### src/rtl/pipe_hazard_ctrl.sv
// Pipeline hazard/redirect controller: RAW stall, AGEX bubble, branch redirect and flush.
// Optional HAZCTRL_PERF_EN macro adds saturating stall/flush performance counters.
module pipe_hazard_ctrl #(
    parameter int DBITS        = 32,
    parameter int FLUSH_CYCLES = 1
) (
    input  logic             clk,
    input  logic             reset,
    input  logic             de_valid,
    input  logic [4:0]       de_rs1,
    input  logic [4:0]       de_rs2,
    input  logic             de_use_rs1,
    input  logic             de_use_rs2,
    input  logic             agex_valid,
    input  logic             agex_wr_reg,
    input  logic [4:0]       agex_rd,
    input  logic             mem_wr_reg,
    input  logic [4:0]       mem_rd,
    input  logic             wb_wr_reg,
    input  logic [4:0]       wb_rd,
    input  logic             agex_is_branch,
    input  logic             agex_br_taken,
    input  logic [DBITS-1:0] agex_br_target,
    output logic             stall_fe,
    output logic             stall_de,
    output logic             bubble_agex,
    output logic             flush_fe,
    output logic             flush_de,
    output logic             redirect_valid,
    output logic [DBITS-1:0] redirect_pc,
    output logic [1:0]       ctrl_state,
    output logic [15:0]      perf_stalls,
    output logic [15:0]      perf_flushes
);

    typedef enum logic [1:0] {
        RUN      = 2'd0,
        REDIRECT = 2'd1,
        FLUSH    = 2'd2
    } state_t;

    localparam logic [2:0] FLUSH_LOAD =
        (FLUSH_CYCLES > 0) ? 3'(FLUSH_CYCLES - 1) : 3'd0;

    state_t     state;
    logic [2:0] flush_cnt;
    logic       in_run;
    logic       take_br;
    logic       hz_rs1;
    logic       hz_rs2;
    logic       raw_hz;

    assign in_run = (state == RUN);

    // Destination rd==0 never matches; agex only counts when its slot is live.
    assign hz_rs1 = de_use_rs1 && (de_rs1 != 5'd0) && (
        (agex_valid && agex_wr_reg && (agex_rd == de_rs1)) ||
        (mem_wr_reg && (mem_rd == de_rs1)) ||
        (wb_wr_reg && (wb_rd == de_rs1)));
    assign hz_rs2 = de_use_rs2 && (de_rs2 != 5'd0) && (
        (agex_valid && agex_wr_reg && (agex_rd == de_rs2)) ||
        (mem_wr_reg && (mem_rd == de_rs2)) ||
        (wb_wr_reg && (wb_rd == de_rs2)));
    assign raw_hz = de_valid && (hz_rs1 || hz_rs2);

    assign take_br = in_run && agex_valid && agex_is_branch && agex_br_taken;

    // A taken branch beats the stall: the stalled DE op is younger and gets flushed.
    assign stall_de       = raw_hz && in_run && !take_br;
    assign stall_fe       = stall_de;
    assign flush_de       = (state == REDIRECT) || (state == FLUSH);
    assign flush_fe       = flush_de;
    assign bubble_agex    = stall_de || flush_de;
    assign redirect_valid = (state == REDIRECT);
    assign ctrl_state     = state;

    always_ff @(posedge clk or posedge reset) begin
        if (reset) begin
            state       <= RUN;
            redirect_pc <= '0;
            flush_cnt   <= 3'd0;
        end else begin
            unique case (state)
                RUN: begin
                    if (take_br) begin
                        state       <= REDIRECT;
                        redirect_pc <= agex_br_target;
                    end
                end
                REDIRECT: begin
                    flush_cnt <= FLUSH_LOAD;
                    state     <= (FLUSH_CYCLES > 0) ? FLUSH : RUN;
                end
                FLUSH: begin
                    if (flush_cnt == 3'd0) begin
                        state <= RUN;
                    end else begin
                        flush_cnt <= flush_cnt - 3'd1;
                    end
                end
                default: state <= RUN;
            endcase
        end
    end

`ifdef HAZCTRL_PERF_EN
    always_ff @(posedge clk or posedge reset) begin
        if (reset) begin
            perf_stalls  <= 16'd0;
            perf_flushes <= 16'd0;
        end else begin
            if (stall_de && (perf_stalls != 16'hFFFF)) begin
                perf_stalls <= perf_stalls + 16'd1;
            end
            if (take_br && (perf_flushes != 16'hFFFF)) begin
                perf_flushes <= perf_flushes + 16'd1;
            end
        end
    end
`else
    assign perf_stalls  = 16'd0;
    assign perf_flushes = 16'd0;
`endif

endmodule

### config.mk
export PLATFORM = sky130hd
export DESIGN_NAME = pipe_hazard_ctrl
export DESIGN_NICKNAME = d
export VERILOG_FILES = /design/src/rtl/pipe_hazard_ctrl.sv
export SDC_FILE = /design/constraint.sdc
export NUM_CORES = 1
export LEC_CHECK = 0
export CAP_MARGIN = 0
export CORE_MARGIN = 2
export CORE_UTILIZATION = 37
export DETAILED_ROUTE_END_ITERATION = 8
export PLACE_DENSITY = 0.82
export SLEW_MARGIN = 20
export SYNTH_ARGS = -nofsm -noshare
export SYNTH_HDL_FRONTEND = slang
export SYNTH_SLANG_ARGS = --single-unit
### constraint.sdc
create_clock -name clk -period 2.4 [get_ports clk]
set_clock_uncertainty 0.1 [all_clocks]
set_input_delay 0.48 -clock clk [delete_from_list [all_inputs] [get_ports clk]]
set_output_delay 0.48 -clock clk [all_outputs]
set_load 0.1 [all_outputs]
Word level (Yosys, flattened, before mapping)
Index checks and enable logic that the tools add are counted.

Add/sub/neg operators: 1. Multiply operators: 0. Divide/modulo/power cells: 0. Magnitude comparators: 0. Equal/unequal tests: 11. Shift-type cells: 0. Multiplexer cells: 5. Bitwise logic cells: 0. Reductions and logical operators: 33.

Operators by type and width (count): 5-bit == test (6); 1-bit logical AND (17); 5-bit nonzero test (2); 1-bit logical OR (7); 2-bit one-hot mux with 3 select lines (1); 3-bit one-hot mux with 2 select lines (1); 2-bit AND reduction (3); 2-bit 2-to-1 mux (2); 2-bit by 1-bit != test with 1-bit output (second input constant) (2); 3-bit logical NOT (1); 3-bit 2-to-1 mux (1); 3-bit by 1-bit subtractor with 3-bit output (second input constant) (1); 2-bit by 1-bit == test with 1-bit output (second input constant) (1); 2-bit == test (second input constant) (1); 2-bit logical NOT (1); 2-bit != test (second input constant) (1); 2-bit nonzero test (1); 1-bit logical NOT (1).

Flip-flop bits (word level): 37. Latch bits: 0. Memory bits (writable): 0. Memory bits (read-only): 0. Input bits: 68. Output and inout port bits: 72. Word-level logic and storage cells: 53. Memories kept: 0.

Depth between registers and ports, before layout
Gate-level depths: netlist (run 1).

Depth in word-level cells: 10. Gate-level depth with buffers: 8. Gate-level depth less buffers: 7.

Worst setup path after synthesis (run 1)
OpenSTA, ideal clock, no wires.

Kind: register to output. Start point: reg state[0], in the netlist ctrl_state[0]. End point: out stall_fe. Arrival time: 4575 ps. Path slack: -2755 ps. Cell stages (with the launch flop): 7. Buffers on the path: 1. Path through: dfrtp_1 -> inv_1 -> ha_1 -> nand4_2 -> nand3_1 -> o31ai_1 -> buf_4.

Cells in the longest elaborated chain, start to end: 6.

Ends and longest elaborated chain: from (decl) (line 45) `state_t state;`; from (signal assigned) (line 92) `state <= (FLUSH_CYCLES > 0) ? FLUSH : RUN;`; 2-bit logical NOT (*) (line 53) `assign in_run = (state == RUN);`; 1-bit logical AND (3 in series) (line 66) `assign take_br = in_run && agex_valid && agex_is_branch && agex_br_taken;`; 1-bit logical NOT (line 69) `assign stall_de = raw_hz && in_run && !take_br;`; 1-bit logical AND (*) (line 69); to (decl) (line 24) `output logic stall_fe,`.

Every way passes the cells marked *; elsewhere a longest branch is shown, timed or not.

Final worst setup path (run 1)
Start point: in de_rs2[0]. End point: out stall_fe.

Cells in the longest elaborated chain, start to end: 9.

Ends and longest elaborated chain: from (decl) (line 11) `input logic [4:0] de_rs2,`; 5-bit == test, on equally long branches (line 61, 62); 1-bit logical AND, on equally long branches (line 61, 62); 1-bit logical OR (line 61) `(agex_valid && agex_wr_reg && (agex_rd == de_rs2)) ||`; 1-bit logical OR (line 62) `(mem_wr_reg && (mem_rd == de_rs2)) ||`; 1-bit logical AND (*) (line 60) `assign hz_rs2 = de_use_rs2 && (de_rs2 != 5'd0) && (`; 1-bit logical OR (*) (line 64) `assign raw_hz = de_valid && (hz_rs1 || hz_rs2);`; 1-bit logical AND (*) (line 64); 1-bit logical AND (*) (2 in series) (line 69).

Marks and branches as above.

==> results_dict.tcl, run 1 <==
set metrics [dict create \
    outcome "finished with violations" \
    violations "setup timing" \
    diodes 0 \
    drv_slew 0 \
    reg2regPathDepth 6 \
    post-route-drc-count 0 \
    cts_num_sinks 37 \
    regToRegSetupSlack_ps 490 \
    first_iter_violations 27 \
    gp_congestion 0.855 \
    cp.arrival_ps 1910 \
    worstSetupPathType "input port to output pin" \
    post_drt_wl_per_cell_um 14.5 \
    die_area_sq_um 6510 \
    fmax_mhz 401 \
    critPathMaxFanout 4 \
    startpoint_type "input port" \
    synth_cell_types 27 \
    dpl-instance-area_sq_um 3350 \
    portBuffers 107 \
    coreArea_sq_um 5610 \
    nets 388 \
    antenna_found_initial 0 \
    setup_violations 3 \
    start_util_pct 38.8 \
    worstHoldEndpoint "redirect_pc[29]" \
    die-width_um 80.7 \
    via_per_inst 4.45 \
    finalHoldViolCount 0 \
    grt_max_degree 35 \
    grt_pass1_vias 1834 \
    synthCells 189 \
    clockRootBuffer "clkbuf_8" \
    endpoint_kind "output pin" \
    dp_hpwl_um 4520 \
    grt_pass1_wl_um 8390 \
    ios 140 \
    syn-cell-area_sq_um 2170 \
    rows 27 \
    min_period_over_period_pct 104 \
    reg2reg_from "ctrl_state[0]" \
    ctsHoldBuffers 0 \
    drive_above_1_share_pct 41.1 \
    whs_path_depth 1 \
    final_util_pct 62.4 \
    cp.required_ps 1820 \
    cpPeakStageDelay_ps 340 \
    ant_nets 0 \
    syn_area_per_cell_sq_um 11.5 \
    cap_violations 0 \
    die_y_um 80.7 \
    clkTransAtPathRegs_ps 60 \
    synth_edf_count 0 \
    synth_seq_cells 37 \
    cts_tree "done" \
    cts_made_buffers 5 \
    holdCritStartpoint "redirect_pc[29]" \
    yosysWarnings 0 \
    postLayoutSetupSlackWorst_ps -93.1 \
    clkLatencyLatePin_ps 280 \
    crit_chain "buf_6 > xor2_1 > nor4_2 > and3_1 > nor3_4 > o31ai_4 > buf_12" \
    areaGrowthSynthToFinish_pct 61.0 \
    worst_path_max_delay_cell "nor4_2" \
    holdCritPathClass "register to register" \
    drt-total-wl_um 5610 \
    clk_path_buf_depth 2 \
    stdcell_area_sq_um 3500 \
    htree_levels 2 \
    dr.pass1.iters 4 \
    num_vias 1725 \
    gr-total-overflow 0 \
    grt_usage_pct 17.2 \
    rsz0062_at_grt "true" \
    fin_crit_ps 2490 \
    ys_seq_area_share_pct 42.6 \
    ys.flop_type "dfrtp_1" \
    async_flop_share_pct 100 \
    r2r-end "ctrl_state[1]" \
]
-- Yosys cell counts, types with 3 or more instances --
master	n	area share, %
o21ai_0	7	1.6
dfrtp_1	37	43
xnor2_1	12	4.8
and3_1	4	1.2
buf_4	34	12
inv_1	8	1.4
mux2_1	9	4.7
mux2_2	24	12
nor3_1	3	0.69
buf_2	3	0.69
nor4_1	4	1.2
xor2_1	18	7.2
nand3_1	4	0.92
ha_1	5	2.9
-- how the worst max path moves through the flow --
stage | cells past startpoint | to | startpoint
2_1_floorplan | 6 | stall_fe | mem_rd[3]
3_3_place_gp | 7 | stall_de | de_rs2[3]
3_5_place_dp | 7 | stall_fe | de_rs2[3]
4_1_cts | 7 | stall_fe | de_rs2[0]
5_1_grt | 7 | stall_fe | mem_rd[2]
6_report | 7 | stall_fe | de_rs2[0]
-- through the flow --
step	setup TNS (ps)	hold slack [ps]	cells	setup slack (ps)
after floorplan	-936	361	220	-493
after global placement	-1600	377	379	-546
after detailed placement	-1800	384	379	-614
after CTS	-214	404	388	-75.5
after global routing	-397	419	388	-147
final	-243	396	388	-93.1
-- repair_timing --
item | in CTS | in global routing
pin swaps | 24 | 5
gates resized for setup | 97 | 11
endpoints found under the setup margin | 3 | 3
endpoints found under the hold margin | 0 | 0
cloned | 0 | 0
buffers inserted | 1 | 0
-- layout by cell type (no fill, tap or decap), types with 2 or more instances in the layout --
| cell | count |
|---|---|
| conb_1 | 32 |
| and3_1 | 4 |
| nor3_4 | 2 |
| o21ai_0 | 6 |
| xnor2_1 | 12 |
| xor2_2 | 3 |
| mux2_1 | 9 |
| inv_2 | 2 |
| nand4_1 | 2 |
| clkbuf_8 | 5 |
| dfrtp_1 | 35 |
| dlygate4sd2_1 | 4 |
| inv_1 | 6 |
| buf_2 | 8 |
| nand3_1 | 3 |
| ha_1 | 4 |
| buf_6 | 7 |
| clkdlybuf4s15_2 | 3 |
| buf_4 | 49 |
| mux2_2 | 24 |
| clkdlybuf4s15_1 | 2 |
| clkbuf_2 | 3 |
| clkbuf_1 | 3 |
| nor4_2 | 3 |
| xor2_1 | 15 |
| o31ai_4 | 2 |
| dfrtp_4 | 2 |
| buf_12 | 6 |
| clkdlybuf4s50_1 | 41 |
-- worst max-delay path, delay by kind of cell --
family | cells | cell delay (ps)
AO/OA/AOI/OAI | 1 | 290
XOR/XNOR | 1 | 150
buffers and inverters | 2 | 330
AND/OR/NAND/NOR | 3 | 660
-- layout make-up --
cell class / instances / area (sq um)
inverter: 8 / 30.0
multi-input combinational: 138 / 1220
tap: 72 / 90.1
clock buffer: 8 / 80.1
timing repair buffer: 125 / 1150
sequential: 37 / 933
fill: 466 / 2110
-- routing by layer --
| metal | track usage [%] | wire (um) | vias to the layer above |
|---|---|---|---|
| met2 | 33.5 | 3280 | 56 |
| li1 | - | - | 827 |
| met5 | 0 | 0 | - |
| met3 | 3.82 | 251 | 17 |
| met1 | 16.7 | 1920 | 825 |
| met4 | 8.64 | 160 | 0 |
-- state kept, by name, summed over array words and instances (netlist names) --
register     flops
flush_cnt        3
redirect_pc     32
ctrl_state       2
-- kinds of logic (layout without fill, tap and decap cells) --
group           after synthesis  count (layout)  synth area share (%)
buf+inv                      45             141                  13.8
flops                        37              37                  42.6
mux                          33              33                  17.1
xor+xnor                     30              30                  12.1
simple gates                 24              24                  6.56
compound gates               14              14                  4.83
fa+ha+maj                     5               5                  2.88
other cells                   1              32                 0.172
Power of run 1 is not shown: default switching activity piles up to over one toggle a cycle in this logic, so the estimate is an artifact.
==> inputs of run 2 (changes only) <==
--- a/config.mk
+++ b/config.mk
@@ -10,7 +10,7 @@
 export CORE_UTILIZATION = 37
 export DETAILED_ROUTE_END_ITERATION = 8
 export PLACE_DENSITY = 0.82
-export SLEW_MARGIN = 20
+export RECOVER_POWER = 25
 export SYNTH_ARGS = -nofsm -noshare
 export SYNTH_HDL_FRONTEND = slang
 export SYNTH_SLANG_ARGS = --single-unit
==> results_dict.tcl, run 2 (same netlist as run 1, synthesis figures left out) <==
set metrics [dict create \
    worstHoldEndpoint "redirect_pc[29]" \
    finalHoldViolCount 0 \
    ant_nets 0 \
    r2r-end "ctrl_state[1]" \
    regMostFlops "redirect_pc" \
    min_period_over_period_pct 104 \
    rsz0062_at_grt "true" \
    reg2regPathDepth 6 \
    dpl-instance-area_sq_um 3350 \
    startpoint_type "input port" \
    stdcell_area_sq_um 3490 \
    outcome "finished with violations" \
    holdCritPathClass "register to register" \
    htree_levels 2 \
    clkLatencyLatePin_ps 280 \
    critPathMaxFanout 4 \
    final_common_cell "buf_4" \
    cts_made_buffers 5 \
    drt-total-wl_um 5600 \
    coreArea_sq_um 5610 \
    cp.arrival_ps 1910 \
    clkTransAtPathRegs_ps 60 \
    grt_pass1_vias 1834 \
    cp_top_family "simple AND/OR/NAND/NOR gates" \
    pre_cts_ws_ps -614 \
    maxSlewHeadroom_pct 23.4 \
    grt_max_degree 35 \
    clockRootBuffer "clkbuf_8" \
    grt_pass1_wl_um 8390 \
    regToRegSetupSlack_ps 490 \
    largest_reg_flops 32 \
    fmax_mhz 401 \
    post-route-drc-count 0 \
    grt_usage_pct 17.2 \
    final_cell_mix "buf_4, clkdlybuf4s50_1, dfrtp_1" \
    rows 27 \
    portBuffers 107 \
    holdCritStartpoint "redirect_pc[29]" \
    areaGrowthSynthToFinish_pct 60.7 \
    diodes 0 \
    via_per_inst 4.46 \
    dr.pass1.iters 4 \
    fin_crit_ps 2490 \
    drive_above_1_share_pct 40.5 \
    die_y_um 80.7 \
    cts_tree "done" \
    num_vias 1729 \
    die_area_sq_um 6510 \
    start_util_pct 38.8 \
    setup_violations 3 \
    antenna_found_initial 0 \
    worst_path_max_delay_cell "nor4_2" \
    dp_hpwl_um 4520 \
    first_iter_violations 30 \
    cp.required_ps 1820 \
    worst_pin_slew_ps 1150 \
    gp_congestion 0.855 \
    reg2reg_from "ctrl_state[0]" \
    clk_path_buf_depth 2 \
    violations "setup timing" \
    ios 140 \
    whs_path_depth 1 \
    gr-total-overflow 0 \
    postLayoutSetupSlackWorst_ps -93.1 \
    die-width_um 80.7 \
    nets 388 \
    cpPeakStageDelay_ps 340 \
    endpoint_kind "output pin" \
    drv_slew 0 \
    post_drt_wl_per_cell_um 14.4 \
    cts_num_sinks 37 \
    crit_buf_inv 2 \
    worstSetupPathType "input port to output pin" \
    cap_violations 0 \
    crit_chain "buf_6 > xor2_1 > nor4_2 > and3_1 > nor3_4 > o31ai_4 > buf_12" \
]
run 2: changes by cell type in the layout (fill, tap and decap cells not counted):
cell             delta
clkdlybuf4s50_1     -1
clkbuf_1            +2
dlygate4sd3_1       +1
buf_4               -2
run 2: final cells by class:
type / instances / area (sq um)
Sequential cell: 37 / 933
Multi-Input combinational cell: 138 / 1220
Fill cell: 467 / 2110
Tap cell: 72 / 90.1
Timing Repair Buffer: 125 / 1140
Inverter: 8 / 30.0
Clock buffer: 8 / 80.1
run 2: worst reg2reg max path, cell delays in order, from the launching register on:
cell     delay (ps)
dfrtp_4         500
inv_2            90
ha_4            180
nand4_4         100
buf_4           280
a21oi_1         200
mux2_2          340
run 2: worst max-delay path by stage:
stage	start	to	slack, ps	depth (start not counted)
global route	mem_rd[2]	stall_fe	-150	7
global placement	de_rs2[3]	stall_de	-550	7
detailed placement	de_rs2[3]	stall_fe	-610	7
floorplan	mem_rd[3]	stall_fe	-490	6
CTS	de_rs2[0]	stall_fe	-80	7
finish	de_rs2[0]	stall_fe	-90	7
run 2: what timing repair did:
| action | CTS | global route |
|---|---|---|
| hold buffers | 0 | 0 |
| setup endpoints to repair | 3 | 3 |
| buffers inserted | 1 | 0 |
| pin swaps | 24 | 5 |
| resized for setup | 97 | 11 |
run 2: routing by layer:
layer  share of wire (%)  vias up  track usage, %
met5                   0        -               0
met4                 2.9        0            8.64
met3                 4.5       17            3.82
met2                  59       56            33.5
met1                  34      828            16.7
li1                    -      828               -
run 2: stage by stage:
stage	TNS (ps)	util [%]	hold WS (ps)	instances
2_1_floorplan	-936	-	361	220
3_3_place_gp	-1600	59.8	377	379
3_5_place_dp	-1800	59.8	384	379
4_1_cts	-214	61.9	404	388
5_1_grt	-397	62.3	419	388
6_report	-243	62.3	396	388
Power of run 2 is left out for the same reason.
